==> src/rtl/clock_mode_ctrl.sv <==
// clock_mode_ctrl: UI/mode scheduler for the alarm clock.
// Routes the debounced buttons to the time setter, the alarm setter or the
// ringer, and sequences RUN / SET_TIME / SET_ALARM / RING / SNOOZE.
// Ports:
//   clk_100MHz, rst_n (sync, active-low), tick_1hz (1-cycle pulse)
//   set_btn, right_btn, left_btn, inc_btn, dec_btn (1-cycle pulses)
//   alarm_match, alarm_off_sw (levels)
//   mode[2:0], digit_sel[1:0], count_en, time_inc, time_dec,
//   alarm_inc, alarm_dec, ring_led (all registered)
module clock_mode_ctrl #(
    parameter int IDLE_TIMEOUT_S = 10,
    parameter int RING_S         = 60,
    parameter int SNOOZE_S       = 30
) (
    input  logic       clk_100MHz,
    input  logic       rst_n,
    input  logic       tick_1hz,
    input  logic       set_btn,
    input  logic       right_btn,
    input  logic       left_btn,
    input  logic       inc_btn,
    input  logic       dec_btn,
    input  logic       alarm_match,
    input  logic       alarm_off_sw,
    output logic [2:0] mode,
    output logic [1:0] digit_sel,
    output logic       count_en,
    output logic       time_inc,
    output logic       time_dec,
    output logic       alarm_inc,
    output logic       alarm_dec,
    output logic       ring_led
);

    localparam int MAX_A = (IDLE_TIMEOUT_S > RING_S) ? IDLE_TIMEOUT_S : RING_S;
    localparam int MAX_P = (MAX_A > SNOOZE_S) ? MAX_A : SNOOZE_S;
    localparam int TW    = $clog2(MAX_P + 1);

    localparam logic [TW-1:0] IDLE_LIM   = TW'(IDLE_TIMEOUT_S);
    localparam logic [TW-1:0] RING_LIM   = TW'(RING_S);
    localparam logic [TW-1:0] SNOOZE_LIM = TW'(SNOOZE_S);

    typedef enum logic [2:0] {
        RUN       = 3'd0,
        SET_TIME  = 3'd1,
        SET_ALARM = 3'd2,
        RING      = 3'd3,
        SNOOZE    = 3'd4
    } state_t;

    state_t        state, state_d;
    logic [1:0]    digit_d;
    logic [TW-1:0] idle_t, idle_d, idle_nx;
    // Shared by RING and SNOOZE; cleared whenever either is entered.
    logic [TW-1:0] alrm_t, alrm_d, alrm_nx;
    logic          match_q;

    logic time_inc_d, time_dec_d, alarm_inc_d, alarm_dec_d;
    logic count_en_d, ring_led_d;

    // One-hot priority resolution: set > right > left > inc > dec.
    logic p_set, p_right, p_left, p_inc, p_dec, btn_any, match_rise;

    always_comb begin
        p_set      = set_btn;
        p_right    = right_btn & ~set_btn;
        p_left     = left_btn & ~set_btn & ~right_btn;
        p_inc      = inc_btn & ~set_btn & ~right_btn & ~left_btn;
        p_dec      = dec_btn & ~set_btn & ~right_btn & ~left_btn & ~inc_btn;
        btn_any    = p_set | p_right | p_left | p_inc | p_dec;
        match_rise = alarm_match & ~match_q;
        idle_nx    = (&idle_t) ? idle_t : idle_t + 1'b1;
        alrm_nx    = (&alrm_t) ? alrm_t : alrm_t + 1'b1;
    end

    // State register (outputs are registered alongside).
    always_ff @(posedge clk_100MHz) begin
        if (!rst_n) begin
            state     <= RUN;
            digit_sel <= 2'd0;
            idle_t    <= '0;
            alrm_t    <= '0;
            match_q   <= 1'b0;
            count_en  <= 1'b1;
            time_inc  <= 1'b0;
            time_dec  <= 1'b0;
            alarm_inc <= 1'b0;
            alarm_dec <= 1'b0;
            ring_led  <= 1'b0;
        end else begin
            state     <= state_d;
            digit_sel <= digit_d;
            idle_t    <= idle_d;
            alrm_t    <= alrm_d;
            match_q   <= alarm_match;
            count_en  <= count_en_d;
            time_inc  <= time_inc_d;
            time_dec  <= time_dec_d;
            alarm_inc <= alarm_inc_d;
            alarm_dec <= alarm_dec_d;
            ring_led  <= ring_led_d;
        end
    end

    // Next-state logic.
    always_comb begin
        state_d = state;
        digit_d = digit_sel;
        idle_d  = '0;
        alrm_d  = '0;
        case (state)
            RUN: begin
                if (match_rise && !alarm_off_sw) begin
                    state_d = RING;
                end else if (p_set) begin
                    state_d = SET_TIME;
                    digit_d = 2'd0;
                end
            end
            SET_TIME, SET_ALARM: begin
                if (p_set) begin
                    state_d = (state == SET_TIME) ? SET_ALARM : RUN;
                    if (state == SET_TIME) digit_d = 2'd0;
                end else if (btn_any) begin
                    if (p_right) digit_d = digit_sel + 2'd1;
                    if (p_left)  digit_d = digit_sel - 2'd1;
                end else if (tick_1hz) begin
                    if (idle_nx >= IDLE_LIM) state_d = RUN;
                    else idle_d = idle_nx;
                end else begin
                    idle_d = idle_t;
                end
            end
            RING: begin
                if (alarm_off_sw) begin
                    state_d = RUN;
                end else if (p_right | p_left | p_inc | p_dec) begin
                    state_d = SNOOZE;
                end else if (tick_1hz) begin
                    if (alrm_nx >= RING_LIM) state_d = RUN;
                    else alrm_d = alrm_nx;
                end else begin
                    alrm_d = alrm_t;
                end
            end
            SNOOZE: begin
                if (alarm_off_sw) begin
                    state_d = RUN;
                end else if (tick_1hz) begin
                    if (alrm_nx >= SNOOZE_LIM) state_d = RING;
                    else alrm_d = alrm_nx;
                end else begin
                    alrm_d = alrm_t;
                end
            end
            default: state_d = RUN;
        endcase
    end

    // Output logic (next values of the registered outputs).
    always_comb begin
        time_inc_d  = (state == SET_TIME) & p_inc;
        time_dec_d  = (state == SET_TIME) & p_dec;
        alarm_inc_d = (state == SET_ALARM) & p_inc;
        alarm_dec_d = (state == SET_ALARM) & p_dec;
        count_en_d  = (state_d != SET_TIME);
        ring_led_d  = (state_d == RING);
    end

    assign mode = state;

endmodule

==> config.mk <==
export PLATFORM = sky130hd
export DESIGN_NAME = clock_mode_ctrl
export DESIGN_NICKNAME = d
export VERILOG_FILES = /design/src/rtl/clock_mode_ctrl.sv
export SDC_FILE = /design/constraint.sdc
export NUM_CORES = 1
export LEC_CHECK = 0
export ABC_AREA = 1
export BUFFER_PORTS_ARGS = -buffer_cell sky130_fd_sc_hd__buf_2
export CORE_MARGIN = 1.5
export CORE_UTILIZATION = 35
export CTS_CLUSTER_DIAMETER = 120
export DETAILED_ROUTE_END_ITERATION = 10
export PLACE_DENSITY = 0.51
export SYNTH_ARGS = -nofsm -noshare
export SYNTH_HDL_FRONTEND = slang
export SYNTH_SLANG_ARGS = --single-unit
==> constraint.sdc <==
create_clock -name clk_100MHz -period 2.2 [get_ports clk_100MHz]
set_clock_uncertainty 0.05 [all_clocks]
set_input_delay 0 -clock clk_100MHz [delete_from_list [all_inputs] [get_ports clk_100MHz]]
set_output_delay 0 -clock clk_100MHz [all_outputs]
set_load 0.01 [all_outputs]
=== After elaboration in Yosys (flattened, before gate mapping) ===
Cells that the tools add are included.

* Bits in registers: 24
* Input port bits: 10
* Output and inout port bits: 11
* Logic and storage cells: 104

* Add/subtract/negate cells: 4
* $lt $le $gt $ge: 3
* Equal/unequal tests: 13
* Muxes and demuxes: 34
* Bitwise gates (word level): 29
* Reduce and logical (&&, ||, !) cells: 10

{| class="wikitable"
|+ Operator list
! operator !! number
|-
| $mux W6 || 10
|-
| $mux W3 || 13
|-
| $reduce_and A6 Y1 || 3
|-
| $mux W2 || 8
|-
| $and A1 B1 Y1 || 15
|-
| $add A6 B1 Y6 const B || 2
|-
| $pmux W3 S4 || 1
|-
| $pmux W6 S2 || 1
|-
| $eq A3 B2 Y1 const B || 3
|-
| $ne A3 B3 Y1 const B || 3
|-
| $ne A4 B4 Y1 const B || 2
|-
| $not A1 Y1 || 7
|-
| $or A1 B1 Y1 || 7
|-
| $ge A6 B4 Y1 const B || 1
|-
| $ge A6 B5 Y1 const B || 1
|-
| $ge A6 B6 Y1 const B || 1
|-
| $ne A2 B2 Y1 const B || 2
|-
| $pmux W2 S2 || 1
|-
| $reduce_or A4 Y1 || 1
|-
| $eq A3 B1 Y1 const B || 1
|-
| $eq A3 B3 Y1 const B || 1
|-
| $logic_not A3 Y1 || 1
|-
| $ne A3 B1 Y1 const B || 1
|-
| $add A2 B1 Y2 const B || 1
|-
| 6 further kinds || 6
|}

=== Longest topological paths before layout ===
Gate-level depths: netlist (run 1).

* Word-level depth: 10
* Mapped depth: 15
* Mapped depth without buffers: 15

=== Worst setup path before layout (run 1) ===
Ideal clock, no wire load.

* Path kind: reg2reg
* Start: register alrm_t[0]
* End: register ring_led
* Library setup time: 0.115 ns
* Arrival time: 1.602 ns
* Data required time: 2.035 ns
* Setup slack: 0.432 ns
* Stages on the path, launching flop included: 13
* Path buffers: 0
* Clock period less this slack: 1.768 ns
* Cells stage by stage: dfxtp_1 -> ha_1 -> nand3_1 -> nor2_4 -> a21oi_1 -> nor2_1 -> nand3_1 -> nand2_1 -> nand3_1 -> nand2_1 -> nand2_2 -> nand2_2 -> nor2_2

* Cells in the longest elaborated chain, start to end: 9
* Elaborated cells on any way between the ends: 14
* Classes of those cells: add/sub (1); order compare (2); eq/ne (1); mux (9); reduce/logical (1)

{| class="wikitable"
|+ Ends and longest elaborated chain
! element !! line !! source
|-
| start, declared || 55 || <nowiki>logic [TW-1:0] alrm_t, alrm_d, alrm_nx;</nowiki>
|-
| start signal, assigned || 94 || <nowiki>alrm_t <= alrm_d;</nowiki>
|-
| $add A6 B1 Y6 / $reduce_and A6 Y1 (equally long branches) || 73 || <nowiki>alrm_nx = (&alrm_t) ? alrm_t : alrm_t + 1'b1;</nowiki>
|-
| $mux W6 (*) || 73 ||
|-
| $ge A6 B6 Y1 || 140 || <nowiki>if (alrm_nx >= RING_LIM) state_d = RUN;</nowiki>
|-
| $mux W3 || 140 ||
|-
| $mux W3 || 139 || <nowiki>end else if (tick_1hz) begin</nowiki>
|-
| $mux W3 || 137 || <nowiki>end else if (p_right | p_left | p_inc | p_dec) begin</nowiki>
|-
| $mux W3 || 135 || <nowiki>if (alarm_off_sw) begin</nowiki>
|-
| $pmux W3 S4 (*) || 111 || <nowiki>case (state)</nowiki>
|-
| $eq A3 B2 Y1 (*) || 167 || <nowiki>ring_led_d = (state_d == RING);</nowiki>
|-
| end signal, assigned || 101 || <nowiki>ring_led <= ring_led_d;</nowiki>
|-
| end, declared || 32 || <nowiki>output logic ring_led</nowiki>
|}

Every way passes the cells marked *; elsewhere a longest branch is shown, timed or not.
A chain may end at the register's enable or synchronous reset.

=== Worst setup path after layout (run 1) ===
* Start: register alrm_t[0]
* End: register count_en

* Cells in the longest elaborated chain, start to end: 9
* Elaborated cells on any way between the ends: 14
* Classes of those cells: add/sub (1); order compare (2); eq/ne (1); mux (9); reduce/logical (1)

{| class="wikitable"
|+ Ends and longest elaborated chain
! element !! line !! source
|-
| $add A6 B1 Y6 / $reduce_and A6 Y1 (equally long branches) || 73 ||
|-
| $mux W6 (*) || 73 ||
|-
| $ge A6 B6 Y1 || 140 ||
|-
| $mux W3 || 140 ||
|-
| $mux W3 || 139 ||
|-
| $mux W3 || 137 ||
|-
| $mux W3 || 135 ||
|-
| $pmux W3 S4 (*) || 111 ||
|-
| $ne A3 B1 Y1 (*) || 166 || <nowiki>count_en_d = (state_d != SET_TIME);</nowiki>
|-
| end signal, assigned || 96 || <nowiki>count_en <= count_en_d;</nowiki>
|-
| end, declared || 27 || <nowiki>output logic count_en,</nowiki>
|}

Marked as above.

==> results of run 1 <==
-- area by class of cell --
class | instances | area, um^2 | area share [%]
flip-flops and latches | 24 | 480.5 | 27.55
clock buffers | 3 | 41.29 | 2.367
repair buffers | 30 | 195.2 | 11.19
multi-input cells | 162 | 825.8 | 47.35
inverters | 37 | 138.9 | 7.963
well taps | 50 | 62.56 | 3.587
-- critical path, stage by stage, from the launching register on --
cell	delay, ns
dfxtp_1	0.42
ha_1	0.31
nand3_1	0.20
nor2_4	0.19
a21oi_1	0.07
nor2_1	0.13
nand3_1	0.10
nand2_1	0.10
nand2_1	0.07
nor2_2	0.14
nand3_1	0.09
-- flip-flops by register name (all words and copies together), names as in the netlist --
register	count
alarm_inc	1
time_dec	1
idle_t	6
count_en	1
match_q	1
ring_led	1
mode	3
digit_sel	2
time_inc	1
alarm_dec	1
alrm_t	6
-- cell families (layout without fill, tap and decap cells) --
family / count (synthesis) / after routing / synth area share, %
xor gates and xnor gates: 4 / 4 / 2.423
AOI/OAI and AO/OA: 27 / 27 / 11.33
DFF: 24 / 24 / 33.22
and+or+nand+nor: 129 / 129 / 41.44
buffers and inverters: 38 / 70 / 9.861
adders and majority gates: 2 / 2 / 1.730
-- per-stage QoR --
step	area, um^2	utilization [%]	total power, W
2_1_floorplan	1446	-	0.0005419
3_3_place_gp	1620	40.51	0.0005842
3_5_place_dp	1620	40.51	0.0005828
4_1_cts	1742	43.54	0.0008575
5_1_grt	1744	43.60	0.0008864
6_report	1744	43.60	0.0008393
-- synth_stat cells, types with 2 or more instances --
cell and count:
dfxtp_1 24, o21ai_0 5, nor2_1 25, nand2_1 57, xnor2_1 3, o31ai_1 2, or2_2 2, nand3_1 20
nor2_2 3, ha_1 2, inv_1 36, nand2_2 7, nand4_1 2, a21oi_1 14, nor3_1 5, o21ai_2 2
nand3b_1 2
-- report_power, final --
| part | switching (W) | leakage [nW] | internal (W) |
|---|---|---|---|
| Sequential | 0.00000806 | 0.194 | 0.000445 |
| Combinational | 0.0000770 | 0.613 | 0.0000516 |
| Clock | 0.000135 | 0.0216 | 0.000122 |
-- how the worst max path moves through the flow --
stage,startpoint,end,slack [ns]
after floorplan,alrm_t[0]$_SDFFE_PN0P_,ring_led$_SDFF_PN0_,0.43
final,alrm_t[0]$_SDFFE_PN0P_,count_en$_SDFF_PN1_,0.22
after global routing,alrm_t[0]$_SDFFE_PN0P_,count_en$_SDFF_PN1_,0.008
after global placement,alrm_t[0]$_SDFFE_PN0P_,ring_led$_SDFF_PN0_,0.22
after detailed placement,alrm_t[0]$_SDFFE_PN0P_,ring_led$_SDFF_PN0_,0.23
after CTS,alrm_t[0]$_SDFFE_PN0P_,ring_led$_SDFF_PN0_,0.21
-- routing by layer --
layer	up-vias	routed length [um]	part of all wire (%)
li1	772	-	-
met1	596	1616	51
met2	19	1453	46
met3	4	70	2.2
met4	0	42	1.3
met5	-	0	0
-- repair_timing --
action,CTS,global route
endpoints found under the hold margin,10,0
setup endpoints to repair,0,1
hold buffers,8,0
resized for setup,0,1
==> metrics.yaml, run 1 <==
ir_worst_vdd_mv: 0.2866
tns_ns: 0
vias: 1391
synth.distinct_cells: 30
drc: 0
hold_path.class: "in2reg"
antenna_found_initial: 0
gr-usage-met3_pct: 2.167
period_minus_slack_ns: 1.981
clock-sinks: 24
use_met1_pct: 20.61
overflow: 0
numPortBuffers: 20
grt_pass1_vias: 1276
clock_path_buffers: 2
synthTopCellsByArea: "dfxtp_1 (33%), nand2_1 (15%), inv_1 (9.3%), nand3_1 (6.9%), nor2_1 (6.5%)"
post_cts_buffers: 0
ant_nets: 0
synthCells: 224
regToRegEndpoint: "count_en$_SDFF_PN1_"
ys_seq_area_share_pct: 33.22
drive_gt1_share_pct: 17.58
drv_slew: 0
hpwl_um: 2417
ios: 21
synth_seq_cells: 24
synth_flop_cell: "dfxtp_1"
gp_congestion: 0.7767
placed_cells: 295
whs_path_depth: 4
yosys.area.top_type: "dfxtp_1"
layout.cells.non_filler: 306
cts-root-buf: "clkbuf_8"
setup_ws_ns: 0.2186
dieWidth_um: 67.29
routedWlPerCell_um: 10.40
fp-row-count: 23
netlist.area_leader.share_pct: 33.22
r2r_cells: 10
min-delay-start: "alarm_off_sw"
synth_edf_count: 0
avgSynthCellArea_um2: 6.457
numCtsBuffers: 3
h-tree-depth: 1
die_area_mm2: 0.004527
setup_viol: 0
r2r-start: "alrm_t[0]$_SDFFE_PN0P_"
r2r_slack_ns: 0.22
path_max_fanout: 5
async_reset_ff_share_pct: 0
grt_util_met2_pct: 26.61
syn2layout_area_growth_pct: 20.59
crit_type: "reg2reg"
start_kind: "flip-flop"
holdWs_ns: 0.02569
setup.worst_path.end_class: "flip-flop"
max_slew_margin_pct: 72.61
initial_core_util_pct: 36.16
n_antenna_cell: 0
tightest_slew_ns: 0.4109
syn_area_mm2: 0.001446
drtIter0Drc: 23
grt_max_degree: 13
clk_pin_slew_ns: 0.08
leakage_nw: 0.8290
fmax_ghz: 0.5047
clk_latency_ns: 0.26
dp_slack_ns: 0.2295
grt_pass1_wl_um: 5575
dr.pass1.iters: 4
synth_nets: 236
arrival_ns: 2.09
die_y_um: 67.29
grt-busiest-layer: "met2"
final_common_cell: "nand2_1"
wl_um: 3182
cap_violations: 0
power_density_mw_per_mm2: 481.2
cts_tree: "built"
via_per_inst: 4.546
most-common-layout-cells: "nand2_1 (57), inv_1 (36), nor2_1 (24), dfxtp_1 (24)"
required_ns: 2.31
rsz0062_at_grt: "no"
core_area_mm2: 0.004000
grt_usage_pct: 16.01
hold_viol: 0
fill_cells: 427
hold_end: "mode[2]$_SDFF_PN0_"
yosys_warnings: 0
nets: 270
status: "complete, no violations"
min_period_over_period_pct: 90.06
No activity file was read; power rests on OpenSTA's default activity.
==> run 2, diff against run 1 <==
--- a/config.mk
+++ b/config.mk
@@ -12,6 +12,7 @@
 export CTS_CLUSTER_DIAMETER = 120
 export DETAILED_ROUTE_END_ITERATION = 10
 export PLACE_DENSITY = 0.51
+export REMOVE_ABC_BUFFERS = 1
 export SYNTH_ARGS = -nofsm -noshare
 export SYNTH_HDL_FRONTEND = slang
 export SYNTH_SLANG_ARGS = --single-unit
==> run 2 against run 1 <==
  * Die area did not move
  * Clock power rose by 16%
  * Register-to-register slack improved by 0.04 ns
  * Highest routed layer unchanged
  * Worst hold slack got worse by 0.022 ns
  * Flip-flop and latch count did not move
  * Final area fell by 0.36%
  * Via count rose by 2.7%
  * Combinational power barely moved
  * Utilization fell by 0.16 points
  * Sequential share of layout area rose by 0.099 points
  * First-iteration DRC count rose by 110%
  * Largest power group unchanged
  * Non-clock buffer count fell by 2
==> metrics.yaml, run 2 (same netlist as run 1, synthesis figures left out) <==
tns_ns: 0  # unchanged
drive_gt1_share_pct: 18.04  # was 17.58%
drv_slew: 0  # unchanged
drtIter0Drc: 48  # was 23
post_cts_buffers: 0  # unchanged
status: "complete, no violations"  # unchanged
path_cells: "ha_2 -> nand3_1 -> nor2_4 -> a21oi_1 -> nor2_1 -> nand3_1 -> nand2_1 -> nand3_1 -> nand2_1 -> nand2_2 -> nand2_2 -> nor2_2"  # was ha_1 -> nand3_1 -> nor2_4 -> a21oi_1 -> nor2_1 -> nand3_1 -> nand2_1 -> nand2_1 -> nor2_2 -> nand3_1
power_w: 0.0008787  # was 0.0008393 W
setup_viol: 0  # unchanged
start_kind: "flip-flop"  # unchanged
crit_type: "reg2reg"  # unchanged
clk_latency_ns: 0.26  # about the same
n_antenna_cell: 0  # unchanged
dieWidth_um: 67.29  # unchanged
setup.worst_path.end_class: "flip-flop"  # unchanged
crit_end: "ring_led$_SDFF_PN0_"  # was count_en$_SDFF_PN1_
vias: 1428  # was 1391
core_area_mm2: 0.004000  # unchanged
final_common_cell: "nand2_1"  # unchanged
min_period_over_period_pct: 88.04  # was 90.06%
period_minus_slack_ns: 1.937  # was 1.981 ns
hpwl_um: 2550  # was 2417 um
wl_um: 3176  # was 3182 um
drc: 0  # unchanged
nets: 268  # was 270
routedWlPerCell_um: 10.41  # was 10.40 um
rsz0062_at_grt: "no"  # unchanged
placed_cells: 295  # unchanged
dr.pass1.iters: 4  # unchanged
antenna_found_initial: 0  # unchanged
numCtsBuffers: 3  # unchanged
startpoint: "alrm_t[0]$_SDFFE_PN0P_"  # unchanged
initial_core_util_pct: 36.16  # unchanged
via_per_inst: 4.682  # was 4.546
r2r_slack_ns: 0.26  # was 0.22 ns
layout.cells.non_filler: 305  # was 306
path_buf_inv: 0  # unchanged
power_density_mw_per_mm2: 505.6  # was 481.2 mW/mm^2
grt_pass1_vias: 1350  # was 1276
clock-sinks: 24  # unchanged
path_depth: 12  # was 10
ant_nets: 0  # unchanged
clock_path_buffers: 2  # unchanged
grt_usage_pct: 15.89  # was 16.01%
die_y_um: 67.29  # unchanged
crit_family: "simple AND/OR/NAND/NOR gates"  # unchanged
clk_pin_slew_ns: 0.08  # about the same
ir_worst_vdd_mv: 0.2759  # was 0.2866 mV
cts-root-buf: "clkbuf_8"  # unchanged
fmax_ghz: 0.5163  # was 0.5047 GHz
cp_slowest_stage_delay_ns: 0.42  # about the same
most-common-layout-cells: "nand2_1 (57), inv_1 (36), nor2_1 (25)"  # was nand2_1 (57), inv_1 (36), nor2_1 (24), dfxtp_1 (24)
grt_max_degree: 14  # was 13
die_area_mm2: 0.004527  # unchanged
r2r-start: "alrm_t[0]$_SDFFE_PN0P_"  # unchanged
required_ns: 2.31  # about the same
cpMostUsedCell: "nand3_1"  # unchanged
leakage_nw: 0.8274  # was 0.8290 nW
ios: 21  # unchanged
arrival_ns: 2.05  # was 2.09 ns
regToRegEndpoint: "ring_led$_SDFF_PN0_"  # was count_en$_SDFF_PN1_
fill_cells: 444  # was 427
grt_pass1_wl_um: 5568  # was 5575 um
cts_tree: "built"  # unchanged
gp_congestion: 0.8986  # was 0.7767
hold_path.class: "in2reg"  # unchanged
cap_violations: 0  # unchanged
max_slew_margin_pct: 72.27  # was 72.61%
path_max_fanout: 5  # unchanged
syn2layout_area_growth_pct: 20.16  # was 20.59%
fp-row-count: 23  # unchanged
tightest_slew_ns: 0.4160  # was 0.4109 ns
numPortBuffers: 20  # unchanged
slowest_stage: "dfxtp_1"  # unchanged
r2r_cells: 12  # was 10
overflow: 0  # unchanged
hold_viol: 0  # unchanged
h-tree-depth: 1  # unchanged
run 2: cell types whose count changed in the layout (fill, tap and decap cells not counted), sizes merged:
cell,delta
dlygate4sd3,-2
clkbuf,+1
run 2: how the worst min path moves through the flow:
| stage | to | depth (start not counted) | startpoint |
|---|---|---|---|
| floorplan | count_en$_SDFF_PN1_ | 1 | rst_n |
| global placement | match_q$_SDFF_PN0_ | 3 | alarm_match |
| detailed placement | match_q$_SDFF_PN0_ | 3 | alarm_match |
| CTS | time_inc$_SDFF_PN0_ | 4 | left_btn |
| global route | mode[2]$_SDFF_PN0_ | 4 | alarm_off_sw |
| finish | alarm_inc$_SDFF_PN0_ | 4 | left_btn |
run 2: worst min-delay path, cell delays in order:
cell	delay [ns]
buf_2	0.09
nor2_1	0.06
nand3_1	0.09
nor2_1	0.04
run 2: through the flow:
stage / cell area (um^2) / setup WS, ns / hold slack [ns] / util (%)
final: 1738 / 0.2631 / 0.003701 / 43.45
after global routing: 1738 / 0.02382 / 0.05990 / 43.45
after CTS: 1735 / 0.2070 / 0.002926 / 43.38
after detailed placement: 1620 / 0.2220 / 0.1534 / 40.51
after global placement: 1620 / 0.2332 / 0.1518 / 40.51
after floorplan: 1443 / 0.4324 / 0.03415 / -
run 2: final cells by class:
cell class / instances / area [um^2] / share of cell area [%]
well taps: 50 / 62.56 / 3.600
multi-input cells: 162 / 825.8 / 47.52
flip-flops and latches: 24 / 480.5 / 27.65
clock buffers: 4 / 55.05 / 3.168
inverters: 37 / 138.9 / 7.991
repair buffers: 28 / 175.2 / 10.08
run 2: per-layer routing:
layer  routed length (um)  track usage, %  vias to the layer above
met3                   65           2.000                        5
met5                    0               0                        -
met4                   37           4.592                        0
li1                     -               -                      772
met2                 1493           28.71                       23
met1                 1581           19.65                      628
run 2: repair_timing:
item                       4_1_cts  5_1_grt
setup endpoints to repair        0        3
hold buffers                     6        0
resized for setup                0        1
hold endpoints to repair         9        0
run 2: power breakdown:
part	internal, W	leakage [nW]	switching (W)	total, W
Clock	0.000160	0.0288	0.000138	0.000298
Combinational	0.0000501	0.604	0.0000769	0.000127
Sequential	0.000445	0.194	0.00000850	0.000454
Total	0.000655	0.827	0.000224	0.000879
